**src/rtl/mem_bank_port_arbiter_pkg.sv**
```systemverilog
// Shared helpers for the memory bank port arbiter: tag/index sizing and the
// byte-offset width that separates byte addresses from SRAM word addresses.
package mem_arb_pkg;

    localparam int unsigned ATOP_W = 6;

    function automatic int unsigned offset_width(input int unsigned data_width);
        return $clog2(data_width / 8);
    endfunction

    // A single port still needs a one-bit index field in the response tag.
    function automatic int unsigned idx_width(input int unsigned num_ports);
        return (num_ports > 1) ? $clog2(num_ports) : 1;
    endfunction

endpackage

```
**src/rtl/mem_bank_port_arbiter_chk.sv**
```systemverilog
// Protocol checker for the arbiter: one-hot strobes, grant implies request,
// no atomics reaching the SRAM, and legal parameterisation.
module mem_arb_chk
    import mem_arb_pkg::*;
#(
    parameter int unsigned NumPorts    = 2,
    parameter int unsigned DataWidth   = 64,
    parameter int unsigned SramLatency = 1
) (
    input logic                           clk_i,
    input logic                           rst_i,
    input logic [NumPorts-1:0]            in_req_i,
    input logic [NumPorts-1:0]            in_gnt_o,
    input logic [NumPorts-1:0]            in_rvalid_o,
    input logic [NumPorts-1:0][ATOP_W-1:0] in_atop_i
);

    // Sampled at every edge outside reset.
    always_ff @(posedge clk_i) begin
        assert (SramLatency >= 1 && (DataWidth % 8) == 0)
            else $error("arbiter parameters illegal");
        if (!rst_i) begin
            assert ($onehot0(in_rvalid_o)) else $error("rvalid not one-hot");
            assert ($onehot0(in_gnt_o)) else $error("gnt not one-hot");
            assert ((in_gnt_o & ~in_req_i) == '0) else $error("gnt without req");
            for (int k = 0; k < int'(NumPorts); k++) begin
                assert (!(in_gnt_o[k] && (in_atop_i[k] != '0)))
                    else $error("atomic granted on port %0d", k);
            end
        end else begin
        end
    end

endmodule

```
**src/rtl/mem_bank_port_arbiter_rsp_tracker.sv**
```systemverilog
// Fixed-latency response tracker: shifts {valid, port index} tags alongside
// the SRAM pipeline and raises the issuing port's rvalid when data returns.
module mem_rsp_tracker
    import mem_arb_pkg::*;
#(
    parameter int unsigned NumPorts    = 2,
    parameter int unsigned SramLatency = 1,
    parameter int unsigned IdxW        = idx_width(NumPorts)
) (
    input  logic                clk_i,
    input  logic                rst_i,
    input  logic                push_valid_i,
    input  logic [IdxW-1:0]     push_idx_i,
    input  logic                sram_req_i,
    output logic [NumPorts-1:0] rvalid_o,
    output logic                busy_o
);

    typedef struct packed {
        logic            valid;
        logic [IdxW-1:0] idx;
    } rsp_tag_t;

    rsp_tag_t r_tags [SramLatency];
    logic     w_any_valid;

    // Tag pipeline; reset drops every in-flight response.
    always_ff @(posedge clk_i) begin
        if (rst_i) begin
            for (int i = 0; i < int'(SramLatency); i++) begin
                r_tags[i] <= '0;
            end
        end else begin
            r_tags[0].valid <= push_valid_i;
            r_tags[0].idx   <= push_idx_i;
            for (int i = 1; i < int'(SramLatency); i++) begin
                r_tags[i] <= r_tags[i-1];
            end
        end
    end

    // Decode the oldest tag into a per-port strobe and reduce busy.
    always_comb begin
        rvalid_o    = '0;
        w_any_valid = 1'b0;
        for (int i = 0; i < int'(SramLatency); i++) begin
            w_any_valid = w_any_valid | r_tags[i].valid;
        end
        if (r_tags[SramLatency-1].valid && !rst_i) begin
            rvalid_o[r_tags[SramLatency-1].idx] = 1'b1;
        end else begin
            rvalid_o = '0;
        end
        busy_o = !rst_i && (sram_req_i || w_any_valid);
    end

endmodule

```
**src/rtl/mem_bank_port_arbiter.sv**
```systemverilog
// Round-robin arbiter merging NumPorts req/gnt/rvalid ports onto one
// single-ported SRAM with fixed-latency response routing.
module mem_bank_port_arbiter
    import mem_arb_pkg::*;
#(
    parameter int unsigned NumPorts    = 2,
    parameter int unsigned AddrWidth   = 32,
    parameter int unsigned DataWidth   = 64,
    parameter int unsigned SramLatency = 1,
    parameter int unsigned SramAddrW   = AddrWidth - offset_width(DataWidth)
) (
    input  logic                                 clk_i,
    input  logic                                 rst_i,
    output logic                                 busy_o,
    input  logic [NumPorts-1:0]                  in_req_i,
    output logic [NumPorts-1:0]                  in_gnt_o,
    input  logic [NumPorts-1:0][AddrWidth-1:0]   in_addr_i,
    input  logic [NumPorts-1:0][DataWidth-1:0]   in_wdata_i,
    input  logic [NumPorts-1:0][DataWidth/8-1:0] in_strb_i,
    input  logic [NumPorts-1:0][ATOP_W-1:0]      in_atop_i,
    input  logic [NumPorts-1:0]                  in_we_i,
    output logic [NumPorts-1:0]                  in_rvalid_o,
    output logic [NumPorts-1:0][DataWidth-1:0]   in_rdata_o,
    output logic                                 sram_req_o,
    output logic                                 sram_we_o,
    output logic [SramAddrW-1:0]                 sram_addr_o,
    output logic [DataWidth-1:0]                 sram_wdata_o,
    output logic [DataWidth/8-1:0]               sram_be_o,
    input  logic [DataWidth-1:0]                 sram_rdata_i
);

    localparam int unsigned IdxW = idx_width(NumPorts);
    localparam int unsigned OffW = offset_width(DataWidth);

    logic [IdxW-1:0] r_ptr;
    logic [IdxW-1:0] w_hi_idx;
    logic [IdxW-1:0] w_any_idx;
    logic [IdxW-1:0] w_win_idx;
    logic [IdxW-1:0] w_next_ptr;
    logic            w_hi_found;
    logic            w_any_found;
    logic            w_win_found;
    logic            w_unused_addr;

    assign w_unused_addr = ^in_addr_i;

    // Lowest requester at/after the pointer, else lowest overall (wrap-around).
    always_comb begin
        w_hi_found  = 1'b0;
        w_hi_idx    = '0;
        w_any_found = 1'b0;
        w_any_idx   = '0;
        for (int k = int'(NumPorts) - 1; k >= 0; k--) begin
            if (in_req_i[k]) begin
                w_any_found = 1'b1;
                w_any_idx   = IdxW'(k);
                if (k >= int'(r_ptr)) begin
                    w_hi_found = 1'b1;
                    w_hi_idx   = IdxW'(k);
                end else begin
                    w_hi_found = w_hi_found;
                end
            end else begin
                w_any_found = w_any_found;
            end
        end
        w_win_found = w_any_found && !rst_i;
        w_win_idx   = w_hi_found ? w_hi_idx : w_any_idx;
        if (w_win_idx == IdxW'(NumPorts - 1)) begin
            w_next_ptr = '0;
        end else begin
            w_next_ptr = w_win_idx + IdxW'(1);
        end
    end

    // Pointer moves past each winner and holds on idle cycles.
    always_ff @(posedge clk_i) begin
        if (rst_i) begin
            r_ptr <= '0;
        end else if (w_win_found) begin
            r_ptr <= w_next_ptr;
        end else begin
            r_ptr <= r_ptr;
        end
    end

    // Grant strobe and SRAM field mux from the winning port; idle drives zero.
    always_comb begin
        in_gnt_o     = '0;
        sram_req_o   = w_win_found;
        sram_we_o    = 1'b0;
        sram_addr_o  = '0;
        sram_wdata_o = '0;
        sram_be_o    = '0;
        if (w_win_found) begin
            in_gnt_o[w_win_idx] = 1'b1;
            sram_we_o           = in_we_i[w_win_idx];
            sram_addr_o         = in_addr_i[w_win_idx][AddrWidth-1:OffW];
            sram_wdata_o        = in_wdata_i[w_win_idx];
            sram_be_o           = in_strb_i[w_win_idx];
        end else begin
            in_gnt_o = '0;
        end
    end

    // Read data is shared by all ports; rvalid selects the owner.
    always_comb begin
        for (int k = 0; k < int'(NumPorts); k++) begin
            in_rdata_o[k] = sram_rdata_i;
        end
    end

    mem_rsp_tracker #(
        .NumPorts    (NumPorts),
        .SramLatency (SramLatency),
        .IdxW        (IdxW)
    ) u_tracker (
        .clk_i        (clk_i),
        .rst_i        (rst_i),
        .push_valid_i (w_win_found),
        .push_idx_i   (w_win_idx),
        .sram_req_i   (w_win_found),
        .rvalid_o     (in_rvalid_o),
        .busy_o       (busy_o)
    );

    mem_arb_chk #(
        .NumPorts    (NumPorts),
        .DataWidth   (DataWidth),
        .SramLatency (SramLatency)
    ) u_chk (
        .clk_i       (clk_i),
        .rst_i       (rst_i),
        .in_req_i    (in_req_i),
        .in_gnt_o    (in_gnt_o),
        .in_rvalid_o (in_rvalid_o),
        .in_atop_i   (in_atop_i)
    );

endmodule
```
**config.mk**
```make
export PLATFORM = sky130hd
export DESIGN_NAME = mem_bank_port_arbiter
export DESIGN_NICKNAME = d
export VERILOG_FILES = /design/src/rtl/mem_bank_port_arbiter_pkg.sv /design/src/rtl/mem_bank_port_arbiter_chk.sv /design/src/rtl/mem_bank_port_arbiter_rsp_tracker.sv /design/src/rtl/mem_bank_port_arbiter.sv
export SDC_FILE = /design/constraint.sdc
export NUM_CORES = 1
export LEC_CHECK = 0
export ABC_AREA = 1
export BUFFER_PORTS_ARGS = -buffer_cell sky130_fd_sc_hd__buf_2
export CAP_MARGIN = 10
export CELL_PAD_IN_SITES_DETAIL_PLACEMENT = 1
export CELL_PAD_IN_SITES_GLOBAL_PLACEMENT = 1
export CORE_AREA = 2 2 203 205
export CTS_BUF_LIST = sky130_fd_sc_hd__clkbuf_2 sky130_fd_sc_hd__clkbuf_4 sky130_fd_sc_hd__clkbuf_8
export CTS_CLUSTER_DIAMETER = 120
export DETAILED_ROUTE_END_ITERATION = 6
export DIE_AREA = 0 0 205 207
export PLACE_DENSITY_LB_ADDON = 0.1
export SLEW_MARGIN = 40
export SYNTH_ARGS = -nofsm -noshare
export SYNTH_HDL_FRONTEND = slang
export SYNTH_SLANG_ARGS = --single-unit
```
**constraint.sdc**
```tcl
create_clock -name clk_i -period 4.1 [get_ports clk_i]
set_input_delay 1.025 -clock clk_i [delete_from_list [all_inputs] [get_ports clk_i]]
set_output_delay 1.025 -clock clk_i [all_outputs]
set_load 0.03 [all_outputs]
```
[Word-level counts from Yosys, hierarchy flattened]
Memories as Yosys holds them, arrays and structs flattened.
Cells that the tools add are included.
Operators by class
  mux-type cells: 32
  reduce and logical (&&, ||, !) cells: 8
  $lt $le $gt $ge: 5
  add/sub/neg operators: 1
Operator list (count)
  $mux W64: 3
  $mux W32: 2
  $mux W29: 1
  $mux W8: 3
  $mux W1: 17
  $mux W2: 4
  $logic_and A1 B1 Y1: 5
  $lt A1 B2 Y1 const B: 2
  $demux W1 S1: 2
  $ge A1 B1 Y1 const B: 2
  $reduce_or A2 Y1: 1
  $add A1 B1 Y1 const B: 1
  $ge A1 B1 Y1 const A: 1
  $logic_not A1 Y1: 1
  $logic_or A1 B1 Y1: 1
Storage, ports and cells
  output and inout port bits: 236
  memories: 1
  memory bits (writable): 2
  bits in registers: 1
  input bits: 290
  logic and storage cells: 48
Memories
  u_tracker.r_tags: words 1, width 2, rd ports 1, clocked after memory_dff 0, write ports 2, RTL line mem_bank_port_arbiter_rsp_tracker.sv:24  | rsp_tag_t r_tags [SramLatency];

[Longest topological paths before layout]
  depth after elaboration: 9
  mapped depth: 7
  depth with buffers taken out: 5

[By module]
A second synthesis with hierarchy kept.
Unflattened totals
  cells, all modules: 516
  area total of the unflattened synthesis: 2937.8 um2
By module, submodules not included
  mem_bank_port_arbiter: area an instance 2854.0 um2, seq. area each 20.0 um2, instances 1, cells an instance 503
  mem_rsp_tracker: area an instance 83.8 um2, seq. area each 40.0 um2, instances 1, cells an instance 13

[Least setup slack after synthesis]
Ideal clock, no wire load.
  path kind: input to output
  start: in in_req_i[1]
  end: out sram_addr_o[28]
  required time: 3.075 ns
  path slack: 1.093 ns
  cell stages on the path: 4
  arrival: 1.982 ns
  cells stage by stage: buf_4 > clkbuf_1 > a21oi_1 > nor2_1
Between the ends
  word-level cells in the longest chain between the ends: 7
  elaborated cells between the ends (all ways): 12
Ends and longest elaborated chain
  start: declaration: RTL line mem_bank_port_arbiter.sv:15  | input logic [NumPorts-1:0] in_req_i,
  $mux W1 *: RTL line mem_bank_port_arbiter.sv:54  | if (in_req_i[k]) begin
  $mux W1: RTL line mem_bank_port_arbiter.sv:57  | if (k >= int'(r_ptr)) begin
  $mux W1: RTL line mem_bank_port_arbiter.sv:54
  $mux W1: RTL line mem_bank_port_arbiter.sv:68  | w_win_idx = w_hi_found ? w_hi_idx : w_any_idx;
  $mux W32 (implied by the code) (2 in series): RTL line mem_bank_port_arbiter.sv:98  | sram_addr_o = in_addr_i[w_win_idx][AddrWidth-1:OffW];
  $mux W29 *: RTL line mem_bank_port_arbiter.sv:95  | if (w_win_found) begin
  end: declaration: RTL line mem_bank_port_arbiter.sv:26  | output logic [SramAddrW-1:0] sram_addr_o,
Mark *: on every way between the ends. The rest lies on a longest branch, timed or not. The select of a mux whose other input is x is not followed.

[Worst setup path after layout]
  start: in in_req_i[1]
  end: out sram_wdata_o[24]
Between the ends
  word-level cells in the longest chain between the ends: 7
  elaborated cells between the ends (all ways): 12
Ends and longest elaborated chain
  $mux W1 *: RTL line mem_bank_port_arbiter.sv:54
  $mux W1: RTL line mem_bank_port_arbiter.sv:57
  $mux W1: RTL line mem_bank_port_arbiter.sv:54
  $mux W1: RTL line mem_bank_port_arbiter.sv:68
  $mux W64 (implied by the code) (2 in series): RTL line mem_bank_port_arbiter.sv:99  | sram_wdata_o = in_wdata_i[w_win_idx];
  $mux W64 *: RTL line mem_bank_port_arbiter.sv:95
  end: declaration: RTL line mem_bank_port_arbiter.sv:27  | output logic [DataWidth-1:0] sram_wdata_o,
Marked as above.

==> results.json <==
{
  "outcome": "finished, final reports clean",
  "post-synth-top-area-cell": "buf_4",
  "hpwlAfterDp_mm": 14.9,
  "critical_path.max_fanout": 58,
  "relSlewSlack": 0.617,
  "floorplan_core_area_um2": 40400,
  "timing_worst_slew_pin_value_ns": 0.574,
  "netlist-cell-type-count": 16,
  "fp.dieH_um": 207,
  "antenna_found_initial": 0,
  "irDropWorstVdd_mv": 0.0574,
  "grt_total_ovfl": 0,
  "vias_per_inst": 3.46,
  "n_antenna_cell": 0,
  "final_cell_area_excluding_filler_cells_um2": 4190,
  "seq_area_frac_synth": 0.0204,
  "total_negative_setup_slack_ns": 0,
  "ys_top_cells_by_area": "buf_4, nand4_1, nand3_1",
  "die_area_um2": 42400,
  "power_density_nw_per_um2": 170,
  "skew_final_ns": 0.00213,
  "tritoncts.num_buffers": 3,
  "power.static_leakage_nw": 2.39,
  "synth.cell_area_um2": 2950,
  "yosys.area.top_type_share": 0.349,
  "timing.critical_path.to_type": "output port",
  "initial_utilization": 0.0730,
  "synth_flop_cell": "dfxtp_1",
  "timing.critical_path.required_ns": 3.07,
  "track_usage": 0.0870,
  "cp_common_cell": "nor2_4",
  "fin_crit_sh": 0.832,
  "hp-class": "flop to flop",
  "fin_cells": 1197,
  "layout-drive-gt1-share": 0.501,
  "critical_path.n_buffers_inverters": 3,
  "number_of_gates_resized_after_cts": 0,
  "critPathArrivalTime_ns": 2.39,
  "drt_pass1_iterations": 4,
  "ys_async_sr_fraction": 0,
  "criticalPathCategory": "input port to output port",
  "layout_min_cycle_time_ns": 3.41,
  "drt-initial-drc-count": 177,
  "grt_pass1_wl_mm": 28.6,
  "cp-start-kind": "input port",
  "cell_with_the_biggest_individual_delay_on_the_critical_path": "buf_12",
  "placement.cell_area_um2": 4140,
  "largest_net_degree_at_the_start_of_global_routing": 108,
  "cell_total_after_placement": 1193,
  "via_count_of_the_first_global_routing_pass": 4259,
  "post_synth_inst_count": 519,
  "route.final.wire_length_mm": 20.0,
  "cts_max_path_buffers": 2,
  "via_count": 4147,
  "io_buffers": 315,
  "synth-edff-count": 0,
  "placement_rows": 74,
  "overall_die_width_um": 205,
  "yosys_warnings": 0,
  "synth.ff_latch_count": 3,
  "detail_route.drc_violations": 0,
  "clk_pin_slew_ns": 0.03,
  "critical-path-max-stage-delay_ns": 0.29,
  "postRouteAntennaNets": 0,
  "final-setup-viol-count": 0,
  "final_max_slew_viol_count": 0,
  "clock_tree_from_tritoncts": "built",
  "endpoints_failing_hold": 0,
  "synth.top_cells.by_count": "buf_4, nand2_1, nand3_1",
  "clock_tree.root_cell": "clkbuf_8",
  "avg_wl_per_cell_um": 16.7,
  "postCtsSetupBuffers": 0,
  "path_delay_family": "buffers and inverters",
  "clk-insertion-delay-late_ns": 0.22,
  "weighted_congestion_reported_at_the_end_of_routability_driven_placement": 0.650,
  "synthToLayoutAreaGrowth_pct": 42.0,
  "cts.htree.levels": 1,
  "finalNetCount": 956,
  "synthesized_net_count": 809,
  "fmax_ghz": 0.293,
  "worstPathCellList": "buf_4, nor2_4, nor2_4, buf_12, nand3_1, nand2_1, buf_2",
  "synth.avg_cell_area_um2": 5.68,
  "setup_repair_after_global_routing_missed_its_margin": "no",
  "io_pins": 526,
  "leading_cell_type_by_number_of_instances_after_synthesis": "buf_4",
  "total_of_hold_buffers_inserted_after_clock_tree_synthesis": 0,
  "cap_viol_max_count": 0,
  "clock_sinks": 3
}
cells in the final DEF, fill, tap and decap left out:
master,count
dfxtp_1,3
buf_4,2
buf_2,314
nand3_1,103
clkinv_2,1
clkbuf_4,1
nand4_1,97
o21ai_0,1
nor2_1,10
inv_1,8
clkbuf_8,3
nand2_4,2
buf_12,8
nor2_4,2
nand2_1,105
a21oi_1,5
routing by layer:
metal  part of all wire  GRT usage  routed length (um)  vias to the layer above
met1               0.40      0.104                8070                     1866
li1                   -          -                   -                     1964
met4              0.030     0.0273                 607                        0
met5                  0          0                   0                        -
met3              0.083     0.0186                1660                       54
met2               0.48      0.154                9680                      263
worst paths after layout:
| path | start | slack [ns] | end | cells after the start |
|---|---|---|---|---|
| setup / recovery | in_req_i[1] | 0.69 | sram_wdata_o[24] | 7 |
| hold / removal | r_ptr$_SDFFE_PP0P_ | 0.49 | r_ptr$_SDFFE_PP0P_ | 2 |
| setup reg to reg | r_ptr$_SDFFE_PP0P_ | 3.22 | r_ptr$_SDFFE_PP0P_ | 5 |
| hold reg to reg | r_ptr$_SDFFE_PP0P_ | 0.49 | r_ptr$_SDFFE_PP0P_ | 2 |
kinds of logic (layout without fill, tap and decap cells):
group	Yosys count	count (layout)	synth area share
simple gates	319	319	0.539
buf+inv	191	337	0.430
compound gates	6	6	0.0102
flops	3	3	0.0204
per-stage QoR:
step	total power, mW	utilization	setup slack, ns	hold WS, ns
floorplan	0.604	-	1.09	0.447
global placement	0.635	0.102	0.624	0.471
detailed placement	0.629	0.102	0.644	0.479
CTS	0.728	0.104	0.644	0.498
global route	0.769	0.104	0.556	0.573
finish	0.712	0.104	0.688	0.490
area by class of cell:
cell class / count / area [um2]
clock buffers: 4 / 48.8
fillers: 5082 / 36200
inverters: 9 / 35.0
multi-input cells: 325 / 1630
flip-flops and latches: 3 / 60.1
well taps: 532 / 666
repair buffers: 324 / 1750
registers in the layout, summed over array words and instances, names as in the netlist:
register	cells
r_ptr	1
u_tracker.r_tags	2
worst register-to-register path, stage by stage (launching register included):
cell and delay, ns:
dfxtp_1 0.33, inv_1 0.07, nand2_4 0.08, nand2_4 0.11, nand2_1 0.13, nand2_1 0.05
report_power, final:
| part | internal (mW) | total, mW | switching, mW | leakage [nW] |
|---|---|---|---|---|
| registers | 0.0315 | 0.0324 | 0.000912 | 0.0250 |
| logic | 0.187 | 0.584 | 0.397 | 2.34 |
| clock network | 0.0731 | 0.0957 | 0.0226 | 0.0262 |
| total | 0.292 | 0.712 | 0.420 | 2.39 |
Note: power is estimated with default switching activity, not from simulation.
